--- src/rtl/mem_port_arbiter_pkg.sv ---
// Shared types and constants for the fetch/load-store memory port arbiter.
package mem_arb_pkg;

   // Transaction sequencing: grant in idle, sit out the memory latency, then respond.
   typedef enum logic [1:0] {
      StIdle = 2'd0,
      StWait = 2'd1,
      StResp = 2'd2
   } arb_state_e;

   // Owner of the transaction currently in flight.
   localparam logic OWN_I = 1'b0;
   localparam logic OWN_D = 1'b1;

   // Byte address bits below the word index.
   localparam int unsigned WORD_OFS = 2;

endpackage

--- src/rtl/mem_port_arbiter_if.sv ---
// Requester and memory-side signals of the arbiter, grouped as one bus.
// slave is the arbiter's view; master is the view of whatever drives the
// requests and models the memory array.
interface mem_port_arbiter_if #(
   parameter int unsigned ADDR_W = 32,
   parameter int unsigned MEM_AW = 7
);
   // Instruction fetch requester (read-only).
   logic              i_valid;
   logic [ADDR_W-1:0] i_addr;
   logic              i_ready;
   logic              i_rvalid;
   logic [31:0]       i_rdata;
   logic              i_err;

   // Load/store requester.
   logic              d_valid;
   logic              d_we;
   logic [ADDR_W-1:0] d_addr;
   logic [31:0]       d_wdata;
   logic              d_ready;
   logic              d_rvalid;
   logic [31:0]       d_rdata;
   logic              d_err;

   // Unified memory array.
   logic              mem_en;
   logic              mem_we;
   logic [MEM_AW-1:0] mem_addr;
   logic [31:0]       mem_wdata;
   logic [31:0]       mem_rdata;

   modport slave (
      input  i_valid, i_addr,
      output i_ready, i_rvalid, i_rdata, i_err,
      input  d_valid, d_we, d_addr, d_wdata,
      output d_ready, d_rvalid, d_rdata, d_err,
      output mem_en, mem_we, mem_addr, mem_wdata,
      input  mem_rdata
   );

   modport master (
      output i_valid, i_addr,
      input  i_ready, i_rvalid, i_rdata, i_err,
      output d_valid, d_we, d_addr, d_wdata,
      input  d_ready, d_rvalid, d_rdata, d_err,
      input  mem_en, mem_we, mem_addr, mem_wdata,
      output mem_rdata
   );

endinterface

--- src/rtl/mem_port_arbiter_prio_select.sv ---
// Winner selection between fetch and data requesters. Data has fixed priority
// unless fetch has been passed over STARVE_LIM times in a row while waiting.
module arb_prio_select #(
   parameter int unsigned STARVE_LIM = 4
) (
   input  logic clk,
   input  logic rst,
   input  logic grant_en,
   input  logic i_valid,
   input  logic d_valid,
   output logic grant_i,
   output logic grant_d
);

   localparam int unsigned CNT_W = $clog2(STARVE_LIM + 2);
   localparam logic [CNT_W-1:0] LIM = CNT_W'(STARVE_LIM);

   logic [CNT_W-1:0] starve_q, starve_d;
   logic             fetch_first;

   // Pick at most one winner and compute the starvation count after this grant.
   always_comb begin
      grant_i     = 1'b0;
      grant_d     = 1'b0;
      starve_d    = starve_q;
      fetch_first = (starve_q == LIM) && i_valid;
      if (grant_en) begin
         if (d_valid && !fetch_first) begin
            grant_d = 1'b1;
            if (!i_valid) begin
               starve_d = '0;
            end else if (starve_q != LIM) begin
               starve_d = starve_q + CNT_W'(1);
            end
         end else if (i_valid) begin
            grant_i  = 1'b1;
            starve_d = '0;
         end
      end
   end

   // Starvation counter register.
   always_ff @(posedge clk or negedge rst) begin
      if (!rst) begin
         starve_q <= '0;
      end else begin
         starve_q <= starve_d;
      end
   end

endmodule

--- src/rtl/mem_port_arbiter.sv ---
// Shares a single-ported fixed-latency word memory between instruction fetch
// and load/store. One transaction in flight; a grant in idle is followed by
// MEM_LAT-1 wait cycles and one response cycle.
module mem_port_arbiter
   import mem_arb_pkg::*;
#(
   parameter int unsigned ADDR_W     = 32,
   parameter int unsigned MEM_AW     = 7,
   parameter int unsigned MEM_LAT    = 1,
   parameter int unsigned STARVE_LIM = 4
) (
   input logic               clk,
   input logic               rst,
   mem_port_arbiter_if.slave bus
);

   localparam int unsigned LAT_W = (MEM_LAT > 1) ? $clog2(MEM_LAT) : 1;

   arb_state_e        state_q, state_d;
   logic [LAT_W-1:0]  lat_q, lat_d;
   logic              owner_q, owner_d;
   logic              err_q, err_d;
   logic              we_q, we_d;

   logic              grant_en, grant_i, grant_d;
   logic [ADDR_W-1:0] win_addr;
   logic              win_we;
   logic              win_oor;

   // Reset is folded in so that nothing handshakes while rst is held low.
   assign grant_en = (state_q == StIdle) && rst;

   arb_prio_select #(
      .STARVE_LIM (STARVE_LIM)
   ) u_prio (
      .clk      (clk),
      .rst      (rst),
      .grant_en (grant_en),
      .i_valid  (bus.i_valid),
      .d_valid  (bus.d_valid),
      .grant_i  (grant_i),
      .grant_d  (grant_d)
   );

   // Request fields of whichever requester wins this cycle.
   always_comb begin
      win_addr = grant_d ? bus.d_addr : bus.i_addr;
      win_we   = grant_d & bus.d_we;
      win_oor  = (win_addr >> (MEM_AW + WORD_OFS)) != '0;
   end

   // Next-state logic plus all handshake and memory outputs.
   always_comb begin
      state_d       = state_q;
      lat_d         = lat_q;
      owner_d       = owner_q;
      err_d         = err_q;
      we_d          = we_q;
      bus.i_ready   = 1'b0;
      bus.i_rvalid  = 1'b0;
      bus.i_rdata   = '0;
      bus.i_err     = 1'b0;
      bus.d_ready   = 1'b0;
      bus.d_rvalid  = 1'b0;
      bus.d_rdata   = '0;
      bus.d_err     = 1'b0;
      bus.mem_en    = 1'b0;
      bus.mem_we    = 1'b0;
      bus.mem_addr  = '0;
      bus.mem_wdata = '0;

      unique case (state_q)
         StIdle: begin
            if (grant_i || grant_d) begin
               bus.i_ready   = grant_i;
               bus.d_ready   = grant_d;
               // Out-of-range accesses still take a slot but never touch memory.
               bus.mem_en    = !win_oor;
               bus.mem_we    = win_we && !win_oor;
               bus.mem_addr  = win_addr[MEM_AW+WORD_OFS-1:WORD_OFS];
               bus.mem_wdata = win_we ? bus.d_wdata : '0;
               owner_d       = grant_d ? OWN_D : OWN_I;
               err_d         = win_oor;
               we_d          = win_we;
               lat_d         = LAT_W'(MEM_LAT - 1);
               state_d       = (MEM_LAT == 1) ? StResp : StWait;
            end
         end
         StWait: begin
            lat_d = lat_q - LAT_W'(1);
            if (lat_q == LAT_W'(1)) begin
               state_d = StResp;
            end
         end
         StResp: begin
            if (owner_q == OWN_D) begin
               bus.d_rvalid = 1'b1;
               bus.d_err    = err_q;
               bus.d_rdata  = (err_q || we_q) ? '0 : bus.mem_rdata;
            end else begin
               bus.i_rvalid = 1'b1;
               bus.i_err    = err_q;
               bus.i_rdata  = err_q ? '0 : bus.mem_rdata;
            end
            state_d = StIdle;
         end
         default: begin
            state_d = StIdle;
         end
      endcase
   end

   // Transaction state registers; reset abandons any access in flight.
   always_ff @(posedge clk or negedge rst) begin
      if (!rst) begin
         state_q <= StIdle;
         lat_q   <= '0;
         owner_q <= OWN_I;
         err_q   <= 1'b0;
         we_q    <= 1'b0;
      end else begin
         state_q <= state_d;
         lat_q   <= lat_d;
         owner_q <= owner_d;
         err_q   <= err_d;
         we_q    <= we_d;
      end
   end

endmodule
--- src/flat_wrapper.sv ---
// flat-port wrapper written by rule: the top's interface ports become plain ports
module mem_port_arbiter_flat import mem_arb_pkg::*;
#(
   parameter int unsigned ADDR_W     = 32,
   parameter int unsigned MEM_AW     = 7,
   parameter int unsigned MEM_LAT    = 1,
   parameter int unsigned STARVE_LIM = 4
)
  (clk, rst, bus_i_valid, bus_i_addr, bus_i_ready, bus_i_rvalid, bus_i_rdata, bus_i_err, bus_d_valid, bus_d_we, bus_d_addr, bus_d_wdata, bus_d_ready, bus_d_rvalid, bus_d_rdata, bus_d_err, bus_mem_en, bus_mem_we, bus_mem_addr, bus_mem_wdata, bus_mem_rdata);
  mem_port_arbiter_if #(.ADDR_W(ADDR_W), .MEM_AW(MEM_AW)) bus_i ();
  input logic clk;
  input logic rst;
  input wire logic [$bits(bus_i.i_valid)-1:0] bus_i_valid;
  input wire logic [$bits(bus_i.i_addr)-1:0] bus_i_addr;
  output wire logic [$bits(bus_i.i_ready)-1:0] bus_i_ready;
  output wire logic [$bits(bus_i.i_rvalid)-1:0] bus_i_rvalid;
  output wire logic [$bits(bus_i.i_rdata)-1:0] bus_i_rdata;
  output wire logic [$bits(bus_i.i_err)-1:0] bus_i_err;
  input wire logic [$bits(bus_i.d_valid)-1:0] bus_d_valid;
  input wire logic [$bits(bus_i.d_we)-1:0] bus_d_we;
  input wire logic [$bits(bus_i.d_addr)-1:0] bus_d_addr;
  input wire logic [$bits(bus_i.d_wdata)-1:0] bus_d_wdata;
  output wire logic [$bits(bus_i.d_ready)-1:0] bus_d_ready;
  output wire logic [$bits(bus_i.d_rvalid)-1:0] bus_d_rvalid;
  output wire logic [$bits(bus_i.d_rdata)-1:0] bus_d_rdata;
  output wire logic [$bits(bus_i.d_err)-1:0] bus_d_err;
  output wire logic [$bits(bus_i.mem_en)-1:0] bus_mem_en;
  output wire logic [$bits(bus_i.mem_we)-1:0] bus_mem_we;
  output wire logic [$bits(bus_i.mem_addr)-1:0] bus_mem_addr;
  output wire logic [$bits(bus_i.mem_wdata)-1:0] bus_mem_wdata;
  input wire logic [$bits(bus_i.mem_rdata)-1:0] bus_mem_rdata;
  assign bus_i.i_valid = bus_i_valid;
  assign bus_i.i_addr = bus_i_addr;
  assign bus_i_ready = bus_i.i_ready;
  assign bus_i_rvalid = bus_i.i_rvalid;
  assign bus_i_rdata = bus_i.i_rdata;
  assign bus_i_err = bus_i.i_err;
  assign bus_i.d_valid = bus_d_valid;
  assign bus_i.d_we = bus_d_we;
  assign bus_i.d_addr = bus_d_addr;
  assign bus_i.d_wdata = bus_d_wdata;
  assign bus_d_ready = bus_i.d_ready;
  assign bus_d_rvalid = bus_i.d_rvalid;
  assign bus_d_rdata = bus_i.d_rdata;
  assign bus_d_err = bus_i.d_err;
  assign bus_mem_en = bus_i.mem_en;
  assign bus_mem_we = bus_i.mem_we;
  assign bus_mem_addr = bus_i.mem_addr;
  assign bus_mem_wdata = bus_i.mem_wdata;
  assign bus_i.mem_rdata = bus_mem_rdata;
  mem_port_arbiter #(.ADDR_W(ADDR_W), .MEM_AW(MEM_AW), .MEM_LAT(MEM_LAT), .STARVE_LIM(STARVE_LIM)) u_core (.clk(clk), .rst(rst), .bus(bus_i));
endmodule
--- config.mk ---
export PLATFORM = sky130hd
export DESIGN_NAME = mem_port_arbiter_flat
export DESIGN_NICKNAME = d
export VERILOG_FILES = /design/src/rtl/mem_port_arbiter_pkg.sv /design/src/rtl/mem_port_arbiter_if.sv /design/src/rtl/mem_port_arbiter_prio_select.sv /design/src/rtl/mem_port_arbiter.sv /design/src/flat_wrapper.sv
export SDC_FILE = /design/constraint.sdc
export NUM_CORES = 1
export LEC_CHECK = 0
export ABC_AREA = 1
export CAP_MARGIN = 20
export CORE_AREA = 5 5 92 94
export CTS_CLUSTER_DIAMETER = 50
export DETAILED_ROUTE_END_ITERATION = 8
export DIE_AREA = 0 0 97 99
export GPL_ROUTABILITY_DRIVEN = 0
export PLACE_DENSITY_LB_ADDON = 0.1
export SLEW_MARGIN = 25
export SYNTH_ARGS = -nofsm -noshare
export SYNTH_HDL_FRONTEND = slang
export SYNTH_SLANG_ARGS = --single-unit
--- constraint.sdc ---
create_clock -name clk -period 3.3 [get_ports clk]
set_input_delay 0.66 -clock clk [delete_from_list [all_inputs] [get_ports clk]]
set_output_delay 0.66 -clock clk [all_outputs]
set_load 0.02 [all_outputs]
Word-level counts from Yosys, hierarchy flattened

Index checks and enable logic that the tools add are counted.

Mux-type cells: 43
Eq/ne operators: 7
Bitwise operators: 1
Add/subtract/negate cells: 2
Reduce and logical (&&, ||, !) cells: 16

Operator list:

| kind                                                  | count |
|---|---|
| two-way mux 32 bit                                    | 10 |
| nonzero test 32 bit                                   | 1 |
| two-way mux 1 bit                                     | 23 |
| two-way mux 7 bit                                     | 2 |
| two-way mux 3 bit                                     | 4 |
| AND reduction 2 bit                                   | 3 |
| logical AND 1 bit                                     | 4 |
| two-way mux 2 bit                                     | 2 |
| one-hot mux 2 bit (2 select lines)                    | 1 |
| nonzero test 2 bit                                    | 2 |
| adder 3 x 1 -> 3 bit, second input constant           | 1 |
| == test 3 bit, second input constant                  | 1 |
| inequality test 3 x 2 -> 1 bit, second input constant | 1 |
| inequality test 3 bit, second input constant          | 1 |
| AND reduction 3 bit                                   | 1 |
| == test 2 x 1 -> 1 bit, second input constant         | 1 |
| == test 2 bit, second input constant                  | 1 |
| logical NOT 1 bit                                     | 2 |
| logical NOT 2 bit                                     | 1 |
| logical OR 1 bit                                      | 2 |
| inequality test 2 x 1 -> 1 bit, second input constant | 1 |
| inequality test 2 bit, second input constant          | 1 |
| one-hot mux 1 bit (2 select lines)                    | 1 |
| bitwise AND 1 bit                                     | 1 |
| subtractor 1 bit, second input constant               | 1 |

Output and inout bits: 111
Input port bits: 133
Flip-flop bits (word level): 9
Logic and storage cells: 75

Longest topological paths before layout

Word-level depth: 12
Depth in mapped cells: 10
Depth with buffers taken out: 10

Modules after synthesis

From an unflattened synthesis, not the netlist that was laid out.

Cell total of the unflattened synthesis: 311
Area total of the unflattened synthesis: 1516.5 µm²

Modules (own cells, without submodules):

| module           | area an instance (µm²) | sequential area each (µm²) | cells each | instances |
|---|---|---|---|---|
| mem_port_arbiter | 1318.8                 | 100.1                      | 283        | 1 |
| arb_prio_select  | 197.7                  | 75.1                       | 28         | 1 |

Least setup slack after synthesis

Ideal clock, no wire load.

Path type: input port to output port
Start: input rst
End: output bus_mem_addr[0]
Path slack: 1.067 ns
Cell stages on the path: 7
Required time: 2.640 ns
Buffers on the path: 1
Arrival time: 1.573 ns
Path through: inv_1 > nor2_4 > inv_2 > nor2_4 > buf_6 > nand2_1 > a21oi_1

Longest elaborated chain between the ends: 5
Elaborated cells on any way between the ends: 7
Those cells by class: mux: 5; reduce/logical: 2

Ends and longest elaborated chain:

| item                                                          | line                                           | RTL |
|---|---|---|
| start, declared                                               | flat_wrapper.sv:12                             | `input logic rst;` |
| logical AND 1 bit (*)                                         | mem_port_arbiter.sv:31                         | `assign grant_en = (state_q == StIdle) && rst;` |
| two-way mux 1 bit                                             | mem_port_arbiter_prio_select.sv:27             | `if (grant_en) begin` |
| two-way mux 32 bit / logical OR 1 bit (equally long branches) | mem_port_arbiter.sv:47, mem_port_arbiter.sv:74 |  |
| two-way mux 7 bit (*)                                         | mem_port_arbiter.sv:74                         | `if (grant_i \|\| grant_d) begin` |
| two-way mux 7 bit (*)                                         | mem_port_arbiter.sv:72                         | `unique case (state_q)` |
| end, declared                                                 | flat_wrapper.sv:29                             | `output wire logic [$bits(bus_i.mem_addr)-1:0] bus_mem_addr;` |

Every way passes the cells marked *; elsewhere a longest branch is shown, timed or not.

Worst setup path in the final report

Start: input rst
End: output bus_mem_wdata[1]

Longest elaborated chain between the ends: 6
Elaborated cells on any way between the ends: 8
Those cells by class: mux: 5; bitwise: 1; reduce/logical: 2

Ends and longest elaborated chain:

| item                   | line                               | RTL |
|---|---|---|
| logical AND 1 bit (*)  | mem_port_arbiter.sv:31             |  |
| two-way mux 1 bit      | mem_port_arbiter_prio_select.sv:27 |  |
| bitwise AND 1 bit      | mem_port_arbiter.sv:48             | `win_we = grant_d & bus.d_we;` |
| two-way mux 32 bit     | mem_port_arbiter.sv:81             | `bus.mem_wdata = win_we ? bus.d_wdata : '0;` |
| two-way mux 32 bit (*) | mem_port_arbiter.sv:74             |  |
| two-way mux 32 bit (*) | mem_port_arbiter.sv:72             |  |
| end, declared          | flat_wrapper.sv:30                 | `output wire logic [$bits(bus_i.mem_wdata)-1:0] bus_mem_wdata;` |

Marks and branches as above.

==> flow_summary.html <==
<table>
<tr><th>Metric</th><th>Value</th></tr>
<tr><th colspan="2">Outcome</th></tr>
<tr><td>Run status</td><td>finished, final reports clean</td></tr>
<tr><th colspan="2">Power and ir drop</th></tr>
<tr><td>Sequential fraction of design power</td><td>17.4%</td></tr>
<tr><td>Switching share of total power</td><td>38.3%</td></tr>
<tr><td>Total power consumption of the routed design</td><td>696 uW</td></tr>
<tr><td>Power density of the placed cells</td><td>170 nW/um2</td></tr>
<tr><td>Comb power frac</td><td>65.0%</td></tr>
<tr><td>Net switching power</td><td>267 uW</td></tr>
<tr><td>Leakage power summed over all cells</td><td>2.31 nW</td></tr>
<tr><td>Clock power share</td><td>17.5%</td></tr>
<tr><td>Maximum resistive drop on vdd</td><td>0.0978 mV</td></tr>
<tr><td>Internal power consumption</td><td>429 uW</td></tr>
<tr><th colspan="2">Layout</th></tr>
<tr><td>Fraction of final layout cells with drive strength greater than 1</td><td>4.31%</td></tr>
<tr><td>Area of all sequential standard cells</td><td>176 um2</td></tr>
<tr><td>Final Util</td><td>54.1%</td></tr>
<tr><td>Finished layout cell area</td><td>4090 um2</td></tr>
<tr><td>Area growth from synthesis to layout</td><td>176%</td></tr>
<tr><td>Final layout net count</td><td>670</td></tr>
<tr><td>Count of inserted antenna diode cells</td><td>0</td></tr>
<tr><td>Most common library cell in the layout ignoring fill and taps</td><td>sky130_fd_sc_hd__clkdlybuf4s50_1</td></tr>
<tr><td>Final instance count without filler cells</td><td>636</td></tr>
<tr><td>Most frequent cells in the layout</td><td>sky130_fd_sc_hd__clkdlybuf4s50_1, sky130_fd_sc_hd__inv_1, sky130_fd_sc_hd__nor2_1</td></tr>
<tr><td>Area of the multi-input gates</td><td>922 um2</td></tr>
<tr><td>Number of filler cells placed in the layout</td><td>738</td></tr>
<tr><th colspan="2">Worst setup path</th></tr>
<tr><td>Critical Path Fanout Max</td><td>34</td></tr>
<tr><td>Required time at the worst-slack endpoint</td><td>2.64 ns</td></tr>
<tr><td>Ordered cell list for the critical path</td><td>clkdlybuf4s50_1 -&gt; inv_1 -&gt; nor2_4 -&gt; inv_2 -&gt; nor2_4 -&gt; nand2_8 -&gt; nor2_1 -&gt; clkdlybuf4s50_1</td></tr>
<tr><td>Worst R2R Setup Slack</td><td>1.80 ns</td></tr>
<tr><td>Worst Path Buf+Inv</td><td>4</td></tr>
<tr><td>Delay of the slowest cell on the worst path</td><td>0.62 ns</td></tr>
<tr><td>Family of cells with the greatest summed delay on the critical path</td><td>buffers and inverters</td></tr>
<tr><td>Critical path data arrival time</td><td>2.54 ns</td></tr>
<tr><td>Slowest-stage cell, CP</td><td>sky130_fd_sc_hd__clkdlybuf4s50_1</td></tr>
<tr><td>Startpoint Class</td><td>input port</td></tr>
<tr><td>Critical path endpoint category</td><td>primary output</td></tr>
<tr><td>Path type of the worst setup path</td><td>input port to primary output</td></tr>
<tr><th colspan="2">Synth</th></tr>
<tr><td>Unique masters post-synth</td><td>21</td></tr>
<tr><td>FF+latch count, synth</td><td>7</td></tr>
<tr><td>Post-synth net total</td><td>436</td></tr>
<tr><td>Synth Warn #</td><td>0</td></tr>
<tr><td>Mapped cell area</td><td>1490 um2</td></tr>
<tr><td>Synthesized area divided by synthesized cell count</td><td>4.93 um2</td></tr>
<tr><td>Sequential cell area fraction in the yosys report</td><td>11.8%</td></tr>
<tr><td>Number of instances in the synthesized netlist</td><td>301</td></tr>
<tr><th colspan="2">Clocking</th></tr>
<tr><td>H-tree levels</td><td>1</td></tr>
<tr><td>Post-CTS Setup Bufs</td><td>0</td></tr>
<tr><td># resized after CTS</td><td>0</td></tr>
<tr><td>Root buf cell</td><td>sky130_fd_sc_hd__clkbuf_8</td></tr>
<tr><td>Number of buffers inserted for hold repair after clock tree synthesis</td><td>0</td></tr>
<tr><td>Clock tree from TritonCTS</td><td>yes</td></tr>
<tr><td>Number of buffers created by CTS</td><td>3</td></tr>
<tr><td>Clock transition at the registers of the reported paths</td><td>0.04 ns</td></tr>
<tr><td>Clock network latency to the later pin of the worst-skew pair</td><td>0.23 ns</td></tr>
<tr><td>TritonCTS sink count</td><td>7</td></tr>
<tr><td>Buffers from clock root to sink, at most</td><td>2</td></tr>
<tr><th colspan="2">GRT</th></tr>
<tr><td>First-pass GRT wire length</td><td>13.1 mm</td></tr>
<tr><td>Number of global-route vias before repair</td><td>2471</td></tr>
<tr><td>Total gr overflow</td><td>0</td></tr>
<tr><td>Number of antenna violations at the first check in global routing</td><td>0</td></tr>
<tr><td>GRT Util Overall</td><td>16.6%</td></tr>
<tr><td>Largest net degree at the start of global routing</td><td>35</td></tr>
<tr><th colspan="2">Routing</th></tr>
<tr><td>First-pass iteration count of the detailed router</td><td>4</td></tr>
<tr><td>Number of antenna-violating nets in the routed design</td><td>0</td></tr>
<tr><td>Total via count after detailed routing</td><td>2601</td></tr>
<tr><td>Drt initial violations</td><td>62</td></tr>
<tr><td>Final routed DRC violation total</td><td>0</td></tr>
<tr><td>Aggregate routed wire length</td><td>8.69 mm</td></tr>
<tr><td>Routed len/inst</td><td>13.7 um</td></tr>
<tr><td>Via density per instance</td><td>4.09</td></tr>
<tr><th colspan="2">STA</th></tr>
<tr><td>Fin crit period</td><td>3.20 ns</td></tr>
<tr><td>Remaining max-slew budget at the tightest pin</td><td>62.1%</td></tr>
<tr><td>Clock Skew</td><td>0.00119 ns</td></tr>
<tr><td>Worst hold slack</td><td>0.516 ns</td></tr>
<tr><td>Highest Clock Rate</td><td>0.313 GHz</td></tr>
<tr><td>Sum Neg Setup Slack</td><td>0 ns</td></tr>
<tr><td>Final-report max-slew violation count</td><td>0</td></tr>
<tr><td>Fin worst setup slack</td><td>0.105 ns</td></tr>
<tr><td>Share of the cycle needed by the critical path after routing</td><td>96.8%</td></tr>
<tr><td>Slew @ Worst Pin</td><td>0.568 ns</td></tr>
<tr><td>Number of endpoints with negative hold slack in the final report</td><td>0</td></tr>
<tr><td>Final number of setup-violating endpoints</td><td>0</td></tr>
<tr><th colspan="2">Die</th></tr>
<tr><td>DIE HEIGHT</td><td>99 um</td></tr>
<tr><td>I/O pin cnt</td><td>244</td></tr>
<tr><td>Standard-cell rows</td><td>32</td></tr>
<tr><td>Core ar.</td><td>7570 um2</td></tr>
<tr><td>Starting Density</td><td>19.6%</td></tr>
<tr><td>Area enclosed by the die boundary</td><td>9600 um2</td></tr>
<tr><td>Die W</td><td>97 um</td></tr>
<tr><th colspan="2">Place</th></tr>
<tr><td>Half-perimeter wire length after detailed placement</td><td>7.44 mm</td></tr>
<tr><td>Placement-stage worst setup slack</td><td>0.0207 ns</td></tr>
<tr><td>Number of placed instances, taps included</td><td>632</td></tr>
<tr><td>Instance area at placement</td><td>3960 um2</td></tr>
<tr><td>Buffers added on ports</td><td>239</td></tr>
<tr><th colspan="2">Worst hold path</th></tr>
<tr><td>Hold/Removal Path Class</td><td>register to register</td></tr>
<tr><th colspan="2">Job</th></tr>
<tr><td>Number of max-cap violations</td><td>0</td></tr>
</table>
## logic make-up (layout without fill, tap and decap cells)
logic type	count (synthesis)	after routing	synth area share [%]
AO/OA/AOI/OAI	13	13	4.38
adder cells (fa/ha/maj)	2	2	1.68
buffers and inverters	95	328	26.7
flip-flops	7	7	11.8
AND/OR/NAND/NOR	184	184	55.4
## registers in the layout (all words and copies together), names as in the netlist
name / flops
u_core.err_q: 1
u_core.state_q: 1
u_core.u_prio.starve_q: 3
u_core.owner_q: 1
u_core.we_q: 1
## worst register-to-register path: cells and delay by family (launching register included)
family        cells  cell delay, ns
flops             1            0.35
simple gates      8            0.76
fa+ha+maj         1            0.21
buf+inv           1            0.07
## power by group through the flow
stage	clock, mW	sequential [mW]	combinational, mW
2_1_floorplan	0	0.105	0.205
3_3_place_gp	0	0.120	0.453
3_5_place_dp	0	0.123	0.458
4_1_cts	0.124	0.122	0.459
5_1_grt	0.128	0.123	0.490
6_report	0.122	0.121	0.452
## cell usage after synthesis (all sizes together)
library cell / instances / area [um2]
inv: 77 / 289
nor2: 75 / 299
nor3: 62 / 320
nand2: 41 / 164
buf: 14 / 92.6
a21oi: 7 / 35.0
dfrtp: 7 / 175
nand3: 6 / 40.0
o21ai: 6 / 30.0
clkbuf: 4 / 15.0
ha: 2 / 25.0
## path summary, 6_finish.rpt
| path | from | endpoint | cells after the start |
|---|---|---|---|
| worst min register to register | u_core.owner_q | u_core.owner_q | 2 |
| worst min-delay path | u_core.owner_q | u_core.owner_q | 2 |
| min in group asynchronous | rst | u_core.u_prio.starve_q[1] | 2 |
| worst max-delay path | rst | bus_mem_wdata[1] | 8 |
| max in group asynchronous | rst | u_core.err_q | 2 |
| worst max register to register | u_core.u_prio.starve_q[0] | u_core.err_q | 10 |
## metal layers
| metal | global-route usage, % | up-vias | part of all wire, % |
|---|---|---|---|
| met3 | 5.38 | 10 | 8.6 |
| met2 | 32.6 | 130 | 54 |
| li1 | - | 1362 | - |
| met1 | 17.2 | 1099 | 36 |
| met4 | 3.13 | 0 | 1.3 |
| met5 | 0 | - | 0 |
## layout make-up
cell class              count  share of cell area (%)
clock buffers               4                    1.10
inverters                  77                    7.06
multi-input cells         199                    22.5
flip-flops and latches      7                    4.31
well taps                 102                    3.12
repair buffers            247                    61.9
Note: power is estimated with default switching activity, not from simulation.
